==> config.mk <==
export PLATFORM = sky130hd
export DESIGN_NAME = boton_eventos
export DESIGN_NICKNAME = d
export VERILOG_FILES = /design/src/rtl/boton_eventos.sv
export SDC_FILE = /design/constraint.sdc
export NUM_CORES = 1
export LEC_CHECK = 0
export CORE_AREA = 5 5 57 59
export CTS_CLUSTER_SIZE = 10
export DETAILED_ROUTE_END_ITERATION = 12
export DIE_AREA = 0 0 62 64
export PLACE_DENSITY = 0.8
export SLEW_MARGIN = 5
export SYNTH_ARGS = -nofsm -noshare
export SYNTH_HDL_FRONTEND = slang
export SYNTH_SLANG_ARGS = --single-unit
==> constraint.sdc <==
create_clock -name clk -period 5.35 [get_ports clk]
set_input_delay 1.07 -clock clk [delete_from_list [all_inputs] [get_ports clk]]
set_output_delay 1.07 -clock clk [all_outputs]
set_load 0.03 [all_outputs]
==> src/rtl/boton_eventos.sv <==
// Press-event classifier: turns the debounced button level into single-cycle
// press, release, short, long and auto-repeat pulses.
module boton_eventos #(
   parameter int unsigned LONG_TIME   = 2000,
   parameter int unsigned REPEAT_TIME = 250,
   parameter bit          REPEAT_EN   = 1'b1
) (
   input  logic clk,
   input  logic rst_n,
   input  logic btn_in,
   output logic pulse_press,
   output logic pulse_release,
   output logic pulse_short,
   output logic pulse_long,
   output logic pulse_repeat,
   output logic held
);

   localparam int unsigned HOLD_W = $clog2(LONG_TIME + 1);
   localparam int unsigned REP_W  = $clog2(REPEAT_TIME + 1);

   typedef enum logic [1:0] {
      S_IDLE  = 2'd0,
      S_SHORT = 2'd1,
      S_LONG  = 2'd2
   } state_t;

   state_t            state;
   state_t            state_nxt;
   logic              btn_d;
   logic [HOLD_W-1:0] hold_cnt;
   logic [HOLD_W-1:0] hold_nxt;
   logic [HOLD_W-1:0] hold_inc;
   logic [REP_W-1:0]  rep_cnt;
   logic [REP_W-1:0]  rep_nxt;
   logic [REP_W-1:0]  rep_inc;
   logic              rise;
   logic              long_hit;
   logic              rep_hit;
   logic              press_nxt;
   logic              release_nxt;
   logic              short_nxt;
   logic              long_nxt;
   logic              repeat_nxt;
   logic              held_nxt;

   assign rise     = btn_in & ~btn_d;
   assign hold_inc = hold_cnt + HOLD_W'(1);
   assign rep_inc  = rep_cnt + REP_W'(1);
   assign long_hit = (hold_inc == HOLD_W'(LONG_TIME));
   assign rep_hit  = (rep_inc == REP_W'(REPEAT_TIME));

   // State register
   always_ff @(posedge clk or negedge rst_n) begin
      if (!rst_n) begin
         state <= S_IDLE;
      end else begin
         state <= state_nxt;
      end
   end

   // Next-state logic
   always_comb begin
      state_nxt = state;
      unique case (state)
         S_IDLE: begin
            if (rise) state_nxt = S_SHORT;
         end
         S_SHORT: begin
            if (!btn_in)       state_nxt = S_IDLE;
            else if (long_hit) state_nxt = S_LONG;
         end
         S_LONG: begin
            if (!btn_in) state_nxt = S_IDLE;
         end
         default: state_nxt = S_IDLE;
      endcase
   end

   // Event decode and counter updates; hold_cnt freezes once LONG is reached
   always_comb begin
      hold_nxt    = hold_cnt;
      rep_nxt     = rep_cnt;
      press_nxt   = 1'b0;
      release_nxt = 1'b0;
      short_nxt   = 1'b0;
      long_nxt    = 1'b0;
      repeat_nxt  = 1'b0;
      unique case (state)
         S_IDLE: begin
            if (rise) begin
               press_nxt = 1'b1;
               hold_nxt  = HOLD_W'(1);
            end
         end
         S_SHORT: begin
            if (btn_in) begin
               hold_nxt = hold_inc;
               if (long_hit) begin
                  long_nxt = 1'b1;
                  rep_nxt  = '0;
               end
            end else begin
               release_nxt = 1'b1;
               short_nxt   = 1'b1;
            end
         end
         S_LONG: begin
            if (btn_in) begin
               if (rep_hit) begin
                  rep_nxt    = '0;
                  repeat_nxt = REPEAT_EN;
               end else begin
                  rep_nxt = rep_inc;
               end
            end else begin
               release_nxt = 1'b1;
            end
         end
         default: ;
      endcase
      held_nxt = (state_nxt != S_IDLE);
   end

   // Registered datapath and outputs
   always_ff @(posedge clk or negedge rst_n) begin
      if (!rst_n) begin
         btn_d         <= 1'b0;
         hold_cnt      <= '0;
         rep_cnt       <= '0;
         pulse_press   <= 1'b0;
         pulse_release <= 1'b0;
         pulse_short   <= 1'b0;
         pulse_long    <= 1'b0;
         pulse_repeat  <= 1'b0;
         held          <= 1'b0;
      end else begin
         btn_d         <= btn_in;
         hold_cnt      <= hold_nxt;
         rep_cnt       <= rep_nxt;
         pulse_press   <= press_nxt;
         pulse_release <= release_nxt;
         pulse_short   <= short_nxt;
         pulse_long    <= long_nxt;
         pulse_repeat  <= repeat_nxt;
         held          <= held_nxt;
      end
   end

endmodule
==> metrics.cfg <==
[run_status]
status=completed

[placement]
gp_congestion=0.835
place.port_buffers=8
dpl_cell_area_um2=1690
dp_hpwl_mm=2.13

[logic_synthesis]
synth_top_cell_by_area=dfrtp_1
synth-main-ff-cell=dfrtp_1
syn_area_um2=1600
synthCells=164
ys_ff_latch=28
seq_area_frac_synth_pct=43.8
synth.avg_cell_area_um2=9.76
yosys_warnings=0
yosys-top-cells-area=dfrtp_1 (44%), o21ai_0 (5.9%), ha_1 (5.5%), nand2_1 (3.5%), nand3_1 (3.1%)
async_flop_share_pct=100
synth.net_count=174
synth_edf_count=0
synth_top_area_share_pct=43.8
ys_types=42

[die]
initial_core_util_pct=60.1
die_y_um=64
die_w_um=62
ios=9
core_um2=2660
num_rows=19
die_area_um2=3970

[global_route]
grtUsageTotal_pct=18.0
grt_pass1_wl_mm=5.53
grt_pass1_vias=1253
grt_overflow=0
antenna_found_initial=0
grt_max_degree=29

[timing]
rsz0062_at_grt=no
final.setup_skew_ns=0.00194
setup_violations=0
max_freq_ghz=0.392
finalHoldViolations=0
finalCritPeriodShare_pct=47.6
fin_crit_ns=2.55
tightest_slew_ns=0.721
slew_headroom_pct=51.7
drv_slew=0
setup_tns_ns=0

[clock_tree]
cts_tree=built
cts_num_sinks=28
path_clk_slew_ns=0.15
cts_root_buf=clkbuf_4
cts_setup_buffers=0
numCtsBuffers=3
cts_buffer_depth=2
cts_hold_buf=0
clkLatencyLatePin_ns=0.32
cts_resized=0
h-tree-depth=1

[power_and_ir_drop]
p_int_mw=0.367
p_comb_share_pct=26.1
p_switching_mw=0.175
p_total_mw=0.542
switching_share_pct=32.2
p_per_area_nw_per_um2=310
p_leak_nw=0.769
seq_power_share_pct=48.6
clkPwrFrac_pct=25.3
peakVddDrop_mv=0.263

[layout]
antenna_cells=0
syn_to_final_growth_pct=9.07
nets=182
final_common_cell=dfrtp_1
layout_common_cells=dfrtp_1 (28), o21ai_0 (19), nand2_1 (15), nor2_1 (10), nand3_1 (10)
fin_area_um2=1750
drive_above_1_share_pct=8.19

[route]
wl_per_cell_um=15.3
viasPerCell=6.28
ant_nets=0
drt_iter0_drc=70
drtPass1Iterations=5
drc=0
routed-via-count=1268
wl_mm=3.09

[worst_setup_path]
slowest_delay_ns=0.62
critPathLaunchType=primary input
cp_max_fo=16
crit_arrival_ns=2.79
cp-end-kind=register
criticalPathCategory=primary input to register
required_ns=5.59
critical_path.cell_chain=clkdlybuf4s50_1 -> and2_1 -> nand2_1 -> a31oi_1 -> o21ai_0 -> o31ai_1
cp_slowest_cell=clkdlybuf4s50_1

[hold_path]
min-delay-path-class=register to register

[job]
cap_violations=0

metrics by stage:
stage                     util (%)  hold slack (ns)  worst slack (ns)  instances
after floorplan                  -            0.445              3.32        164
after global placement        63.6            0.468              2.58        198
after detailed placement      63.6            0.471              2.49        198
after CTS                     65.6            0.491              2.85        202
after global routing          65.6            0.520              2.68        202
final                         65.6            0.502              2.80        202
critical path: cells and delay by family:
family	cells	cell delay [ns]
and+or+nand+nor	2	0.65
AOI/OAI and AO/OA	3	0.45
buffers and inverters	1	0.62
per-layer routing:
layer / GRT usage (%) / vias to the layer above / part of all wire, %
met5: 0 / - / 0
met4: 7.43 / 0 / 1.4
met3: 3.22 / 6 / 5.0
met2: 28.0 / 37 / 49
met1: 24.4 / 603 / 45
li1: - / 622 / -
state kept, by name, summed over array words and instances (netlist names):
name,count
btn_d,1
held,1
hold_cnt,11
pulse_long,1
pulse_press,1
pulse_release,1
pulse_repeat,1
pulse_short,1
rep_cnt,8
state,2
worst paths after layout:
kind / slack, ns / endpoint / from / depth (start not counted)
worst max-delay path: 2.80 / hold_cnt[10] / btn_in / 6
worst min-delay path: 0.50 / pulse_press / btn_d / 1
worst max register to register: 3.20 / rep_cnt[5] / state[0] / 6
worst min register to register: 0.50 / pulse_press / btn_d / 1
max in group asynchronous: 4.00 / rep_cnt[6] / rst_n / 2
min in group asynchronous: 1.10 / hold_cnt[9] / rst_n / 2
power by group through the flow:
stage          registers [mW]  clock network (mW)  logic [mW]
2_1_floorplan           0.280                   0      0.0840
3_3_place_gp            0.264                   0       0.137
3_5_place_dp            0.267                   0       0.141
4_1_cts                 0.263               0.141       0.142
5_1_grt                 0.268               0.153       0.162
6_report                0.263               0.137       0.142
cell families after synthesis:
| kind of cell | after synthesis | share of synthesized area, % |
|---|---|---|
| AND/OR/NAND/NOR | 64 | 22.7 |
| AO/OA/AOI/OAI | 48 | 21.3 |
| flip-flops | 28 | 43.8 |
| buffers and inverters | 13 | 3.75 |
| adder cells (fa/ha/maj) | 7 | 5.47 |
| XOR/XNOR | 3 | 1.64 |
| multiplexers | 1 | 1.41 |
cell type report:
type                    instances  area, µm²
fillers                       218        917
multi-input cells             123        840
flip-flops and latches         28        701
repair buffers                  9       87.6
well taps                      31       38.8
clock inverters                 1       30.0
inverters                       7       26.3
clock buffers                   3       22.5
cell usage after synthesis, types with 2 or more instances:
library cell / count
nor2b_1: 5
nand3_4: 2
o31ai_1: 6
inv_1: 7
nor3b_1: 2
and3_1: 6
dfrtp_1: 28
a32o_1: 2
a31oi_1: 7
nand3_1: 10
xor2_1: 2
or2b_1: 2
nand4_1: 3
nand2_1: 15
and2_1: 2
and3_2: 2
buf_2: 3
nor2_1: 10
clkbuf_1: 2
o22ai_1: 2
ha_1: 7
o21ai_0: 19
Note: power is estimated with default switching activity, not from simulation.
